## src/rtl/fetch_pkg.sv

```systemverilog
// Shared types for the instruction fetch stage: halfword type, request-side
// state encoding and the assembled instruction word layout.
package fetch_pkg;

   localparam int unsigned HW_W        = 16;
   localparam int unsigned INSTR32_BIT = 15;

   typedef logic [HW_W-1:0] halfword_t;

   typedef enum logic [1:0] {
      IDLE = 2'd0,
      REQ  = 2'd1,
      WAIT = 2'd2
   } req_state_e;

   typedef struct packed {
      halfword_t hi;
      halfword_t lo;
   } instr_word_t;

   // A set bit 15 in the first halfword marks a 32-bit instruction.
   function automatic logic is_instr32(input halfword_t hw);
      return hw[INSTR32_BIT];
   endfunction

endpackage

```

## src/rtl/fetch_halfword_fifo.sv

```systemverilog
// Halfword buffer between memory responses and instruction assembly.
// Single push, pop of one or two entries, synchronous clear for redirects.
module fetch_halfword_fifo
   import fetch_pkg::*;
#(
   parameter int unsigned BUF_DEPTH = 4,
   localparam int unsigned CNT_W    = $clog2(BUF_DEPTH) + 1
) (
   input  logic             clock,
   input  logic             reset,
   input  logic             clear,
   input  logic             push,
   input  halfword_t        push_data,
   input  logic             pop_one,
   input  logic             pop_two,
   output logic [CNT_W-1:0] count,
   output halfword_t        head,
   output halfword_t        head_next
);

   localparam int unsigned PTR_W = $clog2(BUF_DEPTH);

   halfword_t        store [BUF_DEPTH];
   logic [PTR_W-1:0] rd_ptr;
   logic [PTR_W-1:0] wr_ptr;
   logic [1:0]       pop_n;

   assign pop_n     = {pop_two, pop_one && !pop_two};
   assign head      = store[rd_ptr];
   assign head_next = store[rd_ptr + PTR_W'(1)];

   // Pointer and occupancy update; clear takes priority over push/pop.
   always_ff @(posedge clock or negedge reset) begin
      if (!reset) begin
         rd_ptr <= '0;
         wr_ptr <= '0;
         count  <= '0;
      end else if (clear) begin
         rd_ptr <= '0;
         wr_ptr <= '0;
         count  <= '0;
      end else begin
         if (push) begin
            wr_ptr <= wr_ptr + PTR_W'(1);
         end
         rd_ptr <= rd_ptr + PTR_W'(pop_n);
         count  <= count + CNT_W'(push) - CNT_W'(pop_n);
      end
   end

   always_ff @(posedge clock or negedge reset) begin
      if (!reset) begin
         for (int i = 0; i < int'(BUF_DEPTH); i++) begin
            store[i] <= '0;
         end
      end else if (push && !clear) begin
         store[wr_ptr] <= push_data;
      end
   end

endmodule

```

## src/rtl/instr_fetch_unit.sv

```systemverilog
// Instruction fetch stage: halfword memory reads, 16/32-bit assembly, redirects.
// Optional build macro FETCH_STALL_COUNT_EN adds the stall_count output.
module instr_fetch_unit
   import fetch_pkg::*;
#(
   parameter int unsigned       ADDR_W    = 16,
   parameter int unsigned       BUF_DEPTH = 4,
   parameter logic [ADDR_W-1:0] RESET_PC  = '0
) (
   input  logic              clock,
   input  logic              reset,
   output logic              mem_req,
   output logic [ADDR_W-1:0] mem_addr,
   input  logic              mem_gnt,
   input  logic              mem_rvalid,
   input  logic [15:0]       mem_rdata,
   output logic              instr_valid,
   input  logic              instr_ready,
   output logic [31:0]       instr_word,
   output logic              instr_is32,
   output logic [ADDR_W-1:0] instr_pc,
   input  logic              branch_valid,
   input  logic [ADDR_W-1:0] branch_target
`ifdef FETCH_STALL_COUNT_EN
   ,
   output logic [31:0]       stall_count
`endif
);

   localparam int unsigned CNT_W = $clog2(BUF_DEPTH) + 1;

   req_state_e        state_q;
   req_state_e        state_d;
   logic [ADDR_W-1:0] fetch_pc_q;
   logic [ADDR_W-1:0] fetch_pc_d;
   logic [ADDR_W-1:0] instr_pc_q;
   logic [ADDR_W-1:0] instr_pc_d;
   logic              discard_q;
   logic              discard_d;
   logic [CNT_W-1:0]  buf_count;
   logic [CNT_W-1:0]  count_next;
   halfword_t         head_hw;
   halfword_t         next_hw;
   instr_word_t       word_c;
   logic              head_is32;
   logic              outstanding;
   logic              grant;
   logic              push;
   logic              fire;
   logic              pop_one;
   logic              pop_two;
   logic              space_next;

   fetch_halfword_fifo #(
      .BUF_DEPTH (BUF_DEPTH)
   ) u_fifo (
      .clock     (clock),
      .reset     (reset),
      .clear     (branch_valid),
      .push      (push),
      .push_data (mem_rdata),
      .pop_one   (pop_one),
      .pop_two   (pop_two),
      .count     (buf_count),
      .head      (head_hw),
      .head_next (next_hw)
   );

   // Instruction presentation derived from registered buffer state.
   assign head_is32   = is_instr32(head_hw);
   assign instr_valid = head_is32 ? (buf_count >= CNT_W'(2)) : (buf_count >= CNT_W'(1));
   assign fire        = instr_valid && instr_ready;
   assign pop_one     = fire && !head_is32;
   assign pop_two     = fire && head_is32;
   assign instr_is32  = instr_valid && head_is32;
   assign instr_pc    = instr_pc_q;
   assign instr_word  = instr_valid ? word_c : 32'd0;

   always_comb begin
      word_c    = '0;
      word_c.lo = head_hw;
      if (head_is32) begin
         word_c.hi = next_hw;
      end
   end

   assign grant       = mem_req && mem_gnt;
   assign outstanding = (state_q == WAIT);
   assign push        = mem_rvalid && !discard_q;
   assign mem_addr    = fetch_pc_q;

   // Buffer occupancy after this cycle; redirect empties it.
   always_comb begin
      count_next = buf_count;
      if (branch_valid) begin
         count_next = '0;
      end else begin
         count_next = buf_count + CNT_W'(push) - CNT_W'({pop_two, pop_one});
      end
   end

   assign space_next = (count_next < CNT_W'(BUF_DEPTH));

   always_ff @(posedge clock or negedge reset) begin
      if (!reset) begin
         state_q <= IDLE;
      end else begin
         state_q <= state_d;
      end
   end

   always_comb begin
      state_d = state_q;
      unique case (state_q)
         IDLE:    if (space_next) state_d = REQ;
         REQ:     if (mem_gnt) state_d = WAIT;
         WAIT:    if (mem_rvalid) state_d = space_next ? REQ : IDLE;
         default: state_d = IDLE;
      endcase
   end

   always_comb begin
      mem_req = 1'b0;
      if (state_q == REQ) begin
         mem_req = 1'b1;
      end
   end

   // PC and discard tracking; a redirect overrides grant and handshake updates.
   always_comb begin
      fetch_pc_d = fetch_pc_q;
      instr_pc_d = instr_pc_q;
      discard_d  = discard_q;
      if (grant) begin
         fetch_pc_d = fetch_pc_q + ADDR_W'(1);
      end
      if (pop_two) begin
         instr_pc_d = instr_pc_q + ADDR_W'(2);
      end else if (pop_one) begin
         instr_pc_d = instr_pc_q + ADDR_W'(1);
      end
      if (mem_rvalid) begin
         discard_d = 1'b0;
      end
      if (branch_valid) begin
         fetch_pc_d = branch_target;
         instr_pc_d = branch_target;
         discard_d  = (outstanding && !mem_rvalid) || grant;
      end
   end

   always_ff @(posedge clock or negedge reset) begin
      if (!reset) begin
         fetch_pc_q <= RESET_PC;
         instr_pc_q <= RESET_PC;
         discard_q  <= 1'b0;
      end else begin
         fetch_pc_q <= fetch_pc_d;
         instr_pc_q <= instr_pc_d;
         discard_q  <= discard_d;
      end
   end

`ifdef FETCH_STALL_COUNT_EN
   // Cycles without a presentable instruction, excluding redirect cycles.
   always_ff @(posedge clock or negedge reset) begin
      if (!reset) begin
         stall_count <= 32'd0;
      end else if (!instr_valid && !branch_valid && (stall_count != 32'hFFFF_FFFF)) begin
         stall_count <= stall_count + 32'd1;
      end
   end
`endif

endmodule

```

## config.mk

```make
export PLATFORM = sky130hd
export DESIGN_NAME = instr_fetch_unit
export DESIGN_NICKNAME = d
export VERILOG_FILES = /design/src/rtl/fetch_pkg.sv /design/src/rtl/fetch_halfword_fifo.sv /design/src/rtl/instr_fetch_unit.sv
export SDC_FILE = /design/constraint.sdc
export NUM_CORES = 1
export LEC_CHECK = 0
export ABC_AREA = 0
export ABC_CLOCK_PERIOD_IN_PS = 2400
export CAP_MARGIN = 20
export CORE_MARGIN = 3
export CORE_UTILIZATION = 45
export CTS_CLUSTER_DIAMETER = 30
export CTS_CLUSTER_SIZE = 24
export DETAILED_ROUTE_END_ITERATION = 16
export GPL_TIMING_DRIVEN = 0
export PLACE_DENSITY = 0.7
export RECOVER_POWER = 25
export SLEW_MARGIN = 10
export SYNTH_ARGS = -nofsm -noshare
export SYNTH_HDL_FRONTEND = slang
export SYNTH_SLANG_ARGS = --single-unit
```

## constraint.sdc

```tcl
create_clock -name clock -period 2.4 [get_ports clock]
set_clock_uncertainty 0.1 [all_clocks]
set_input_delay 0.24 -clock clock [delete_from_list [all_inputs] [get_ports clock]]
set_output_delay 0.24 -clock clock [all_outputs]
set_load 0.1 [all_outputs]
```

* After elaboration in Yosys (flattened, before gate mapping)
Cells that the tools add are included.
** Storage, ports and cells
- Word-level logic and storage cells :: 87
- Register bits :: 106
- Output and inout port bits :: 67
- Input bits :: 38
** Operators by class
- Add/sub/neg operators :: 9
- Muxes and demuxes :: 30
- Bitwise gates (word level) :: 3
- Reduce and logical (&&, ||, !) cells :: 22
- Equality and inequality tests :: 5
- Magnitude comparators :: 7
** Operators with widths (count)
- two-way mux 16 bit :: 11
- binary-select mux 16 bit (select 2 bit) :: 2
- bitwise mux 64 bit :: 1
- adder 16 x 1 -> 16 bit (second input constant) :: 2
- demux 16 bit (select 2 bit) :: 1
- two-way mux 32 bit :: 1
- adder 16 x 2 -> 16 bit (second input constant) :: 1
- two-way mux 2 bit :: 6
- logical AND 1 bit :: 10
- greater-or-equal comparator 3 bit (second input constant) :: 3
- inverter 2 -> 3 bit :: 3
- two-way mux 3 bit :: 2
- != test 2 bit (second input constant) :: 3
- one-hot mux 2 bit (3 select lines) :: 1
- nonzero test 2 bit :: 3
- subtractor 3 x 2 -> 3 bit :: 2
- zero test 1 bit :: 5
- two-way mux 1 bit :: 5
- adder 2 x 1 -> 2 bit (second input constant) :: 2
- adder 3 x 1 -> 3 bit :: 1
- greater-or-equal comparator 3 x 1 -> 1 bit (second input constant) :: 1
- greater-or-equal comparator 3 x 2 -> 1 bit (second input constant) :: 1
- less-than comparator 3 x 1 -> 1 bit (second input constant) :: 1
- less-than comparator 3 bit (second input constant) :: 1
- 7 further kinds :: 7

* Logic depth before layout (Yosys ltp)
- Depth in word-level cells :: 13
- Mapped depth :: 9
- Depth with buffers taken out :: 8

* Hierarchy
A second synthesis with hierarchy kept.
** Unflattened totals
- Cells, all modules :: 456
- Area, all modules :: 6167.2 µm²
** By module, submodules not included
- fetch_halfword_fifo :: instances 1, sequential area each 1776.7 µm², cells each 213, area an instance 3832.4 µm²
- instr_fetch_unit :: instances 1, sequential area each 875.8 µm², cells each 243, area an instance 2334.7 µm²

* Worst setup path before layout
No wires, ideal clock.
- Kind :: register to output
- Start point :: register u_fifo.rd_ptr[0]
- End point :: output instr_word[10]
- Cell stages (with the launch flop) :: 7
- Data required time :: 2060 ps
- Path slack :: -916 ps
- Data arrival time :: 2976 ps
- Cells stage by stage :: dfrtp_1 > buf_6 > mux4_2 > o21a_1 > buf_6 > clkbuf_1 > nor2b_1
** Between the ends
- Longest elaborated chain between the ends :: 6
** RTL lines
- start, declared :: line fetch_halfword_fifo.sv:24 : logic [PTR_W-1:0] rd_ptr;
- start signal, assigned :: line fetch_halfword_fifo.sv:46 : rd_ptr <= rd_ptr + PTR_W'(pop_n);
- inverter 2 -> 3 bit (implied by the code) (*) :: line fetch_halfword_fifo.sv:29 : assign head = store[rd_ptr];
- binary-select mux 16 bit (select 2 bit) (*) :: line fetch_halfword_fifo.sv:29
- two-way mux 16 bit (implied by the code) (*) (2 in series) :: line fetch_halfword_fifo.sv:29
- two-way mux 1 bit :: line instr_fetch_unit.sv:71 : assign instr_valid = head_is32 ? (buf_count >= CNT_W'(2)) : (buf_count >= CNT_W'(1));
- two-way mux 32 bit (*) :: line instr_fetch_unit.sv:77 : assign instr_word = instr_valid ? word_c : 32'd0;
- end, declared :: line instr_fetch_unit.sv:19 : output logic [31:0] instr_word,
Mark *: on every way between the ends. The rest lies on a longest branch, timed or not. The select of a mux whose other input is x is not followed.

* Worst setup path in the final report
- Start point :: register u_fifo.rd_ptr[0]
- End point :: output instr_word[14]
Same word-level chain as after synthesis.

==> flow_summary.yaml <==
final_layout:
  layout_cells_excl_fill: 795
  layout-drive-gt1-share: 0.4077
  design.final.nets: 669
  num_antenna_cells: 0
  multiInputGateArea_sq_mm: 0.003347
  fillerInstances: 989
  ff_latch_area_sq_mm: 0.002665
  syn_to_final_growth_pct: 40.19
setup_path:
  r2r_cells: 7
  worst-setup-path-type: "flop to primary output"
  crit_chain: "mux4_2 > o21a_4 > buf_12 > clkbuf_16 > nor2b_4 > buf_12"
  cp_max_fo: 5
  crit_path_end_kind: "primary output"
  worstPathRequired_ns: 2.06
  slowest_delay_ns: 0.57
  timing.critical_path.slowest_stage_cell: "sky130_fd_sc_hd__mux4_2"
  worstSetupPathDepth: 6
  critical_path.n_buffers_inverters: 3
  path_common_cell: "sky130_fd_sc_hd__buf_12"
  cp-start-kind: "flop"
  critPathArrivalTime_ns: 2.21
  path_delay_family: "multiplexers"
sta:
  worst_slew_pin_slew_ns: 1.060
  setup_repair_after_global_routing_missed_its_margin: "true"
  final_max_slew_viol_count: 0
  post-route-worst-setup-slack_ns: -0.1536
  setup_violations: 32
  number_of_hold_violations_in_the_final_report: 0
  clock_period_minus_final_worst_setup_slack_ns: 2.554
  timing.final.crit_share: 1.064
  slew_headroom: 0.2932
  timing.fmax_ghz: 0.3916
placed_design:
  place_worst_setup_slack_ns: -1.221
  place.port_buffers: 103
  dpl.cell_count: 762
  gp_congestion: 0.8091
  dp.final_hpwl_um: 10960
clock_tree:
  worst_skew_pair.late_latency_ns: 0.35
  worst_setup_hold_path_clk_slew_ns: 0.07
  numCtsBuffers: 9
  ctsHtreeMaxLevel: 3
  tritoncts: "built"
  cts_sinks: 106
  ctsRootBufferMaster: "sky130_fd_sc_hd__clkbuf_16"
  cts_buffer_depth: 2
floorplanning:
  core-area_sq_mm: 0.01272
  dieWidth_um: 120.6
  floorplan.io_pins: 105
  die-area_sq_mm: 0.01454
  die_h_um: 120.6
  floorplan.rows: 41
  floorplan.initialDensity: 0.4644
logic_synthesis:
  synth_common_cells: "sky130_fd_sc_hd__dfrtp_1, sky130_fd_sc_hd__mux2_2, sky130_fd_sc_hd__mux4_2"
  yosysWarningCount: 0
  synth-edff-count: 0
  post_synth.cell_area_avg_sq_um: 12.16
  ffs_latches_synth: 106
  top_flip_flop_cell_by_instance_count_after_synthesis: "sky130_fd_sc_hd__dfrtp_1"
  synth.area.top_cells: "sky130_fd_sc_hd__dfrtp_1, sky130_fd_sc_hd__mux2_2, sky130_fd_sc_hd__mux4_2"
  synth_top_area_cell: "sky130_fd_sc_hd__dfrtp_1"
  synth_async_sr_flop_share: 1.000
  yosysSeqAreaShare: 0.4490
  area_of_the_mapped_netlist_sq_mm: 0.005908
  synth_cells: 486
  synth.top_cell.area_share: 0.4490
  yosys.cell_count.top_type: "sky130_fd_sc_hd__dfrtp_1"
  synth.distinct_cells: 48
  synth.net_count: 537
run_status:
  violations: "negative setup slack"
  outcome: "complete, but fails checks"
power:
  leakage_power_total_nw: 3.417
  vdd_drop_max_uv: 902.3
  power.density_mw_per_mm2: 1436
  power_total_mw: 11.90
routing:
  drt_drc_violations_left: 0
  routed_wire_length_per_instance_um: 20.20
  vias_per_cell: 5.752
  dr.pass1.iters: 5
  drtIter0Drc: 447
  vias: 4573
  routed_wirelength_um: 16060
  ant_nets: 0
global_route:
  grt_busiest_layer: "met2"
  met3_usage: 0.02993
  antenna_violations_before_repair: 0
  global_route_met2_usage: 0.3584
  grtUsageMet1: 0.3214
  grtUsageTotal: 0.2261
  grt_pass1_vias: 4738
  first_pass_grt_wire_length_um: 25530
  grt_overflow: 0
  grt_start_max_net_pins: 66
min_path:
  hold_path_depth: 3
  type_of_the_worst_min_delay_path: "primary input to flop"
job:
  cap_viol_max_count: 0
worst paths after layout:
check                                       from                to  slack (ns)
worst max-delay path            u_fifo.rd_ptr[0]    instr_word[14]       -0.15
worst min-delay path                branch_valid      instr_pc[15]        0.33
worst max register to register  u_fifo.rd_ptr[0]        state_q[0]       -0.12
worst min register to register  u_fifo.store[50]  u_fifo.store[50]        0.44
max in group asynchronous                  reset       instr_pc[3]        0.23
min in group asynchronous                  reset        state_q[0]        0.51
state kept, by name, indices dropped and copies added, names as in the netlist:
signal and cells:
u_fifo.rd_ptr 2, instr_pc 16, state_q 2, mem_addr 16, u_fifo.store 64, discard_q 1, u_fifo.wr_ptr 2, u_fifo.count 3
cells by family after synthesis:
logic type	synth area share
multiplexers	0.2681
adder cells (fa/ha/maj)	0.02880
buffers and inverters	0.03304
AND/OR/NAND/NOR	0.1290
flip-flops	0.4490
AO/OA/AOI/OAI	0.05062
XOR/XNOR	0.04151
repair_timing:
action | 4_1_cts | 5_1_grt
buffers inserted | 10 | 10
pin swaps | 7 | 4
setup endpoints to repair | 90 | 45
gates resized for setup | 312 | 47
hold buffers | 1 | 0
endpoints found under the hold margin | 41 | 0
cloned | 2 | 0
power breakdown:
group / switching [mW] / internal [mW] / leakage, nW / total [mW]
registers: 0.566 / 2.42 / 1.29 / 2.98
logic: 4.22 / 3.22 / 1.98 / 7.44
clock network: 0.666 / 0.813 / 0.141 / 1.48
total: 5.45 / 6.45 / 3.42 / 11.9
placed cells by master, fill, tap and decap left out, types with 8 or more instances in the layout:
cell type and instances:
sky130_fd_sc_hd__nand3_1 8, sky130_fd_sc_hd__nand4_1 8, sky130_fd_sc_hd__buf_12 28, sky130_fd_sc_hd__and3_1 11, sky130_fd_sc_hd__nand2_1 22, sky130_fd_sc_hd__clkdlybuf4s50_1 66
sky130_fd_sc_hd__clkbuf_1 16, sky130_fd_sc_hd__nor2b_4 15, sky130_fd_sc_hd__mux2_2 74, sky130_fd_sc_hd__xnor2_1 16, sky130_fd_sc_hd__buf_4 24, sky130_fd_sc_hd__dfrtp_2 10
sky130_fd_sc_hd__buf_6 8, sky130_fd_sc_hd__ha_1 10, sky130_fd_sc_hd__inv_1 11, sky130_fd_sc_hd__xor2_1 12, sky130_fd_sc_hd__mux4_2 32, sky130_fd_sc_hd__dfrtp_1 96
sky130_fd_sc_hd__clkbuf_16 11, sky130_fd_sc_hd__and3_4 8, sky130_fd_sc_hd__nor2_1 23, sky130_fd_sc_hd__o21ai_0 8
metrics by stage:
step	utilization	setup TNS (ns)	instance area, sq um	hold slack, ns
floorplan	-	-2.031	6103	-0.1556
finish	0.6511	-2.729	8283	0.3336
detailed placement	0.5800	-65.80	7378	0.08676
global route	0.6511	-12.00	8283	0.3396
global placement	0.5777	-396.78	7350	0.4026
CTS	0.6370	-4.557	8104	0.2722
cell type report:
cell class,instances,share of cell area
multi-input cells,333,0.4041
flip-flops and latches,106,0.3218
repair buffers,125,0.1814
clock buffers,12,0.02855
well taps,172,0.02598
plain buffers,29,0.02462
inverters,14,0.007251
clock inverters,4,0.006344
per-layer routing:
metal | up-vias | part of all wire
li1 | 2044 | -
met1 | 2362 | 0.43
met2 | 149 | 0.51
met3 | 18 | 0.045
met4 | 0 | 0.018
met5 | - | 0
worst reg2reg max path: stages (launching register included):
cell and delay (ns):
sky130_fd_sc_hd__dfrtp_1 0.40, sky130_fd_sc_hd__mux4_2 0.57, sky130_fd_sc_hd__buf_4 0.17, sky130_fd_sc_hd__buf_6 0.13
sky130_fd_sc_hd__or4b_4 0.51, sky130_fd_sc_hd__a21oi_2 0.14, sky130_fd_sc_hd__xnor2_1 0.08, sky130_fd_sc_hd__o311a_1 0.30
Note: power is estimated with default switching activity, not from simulation.
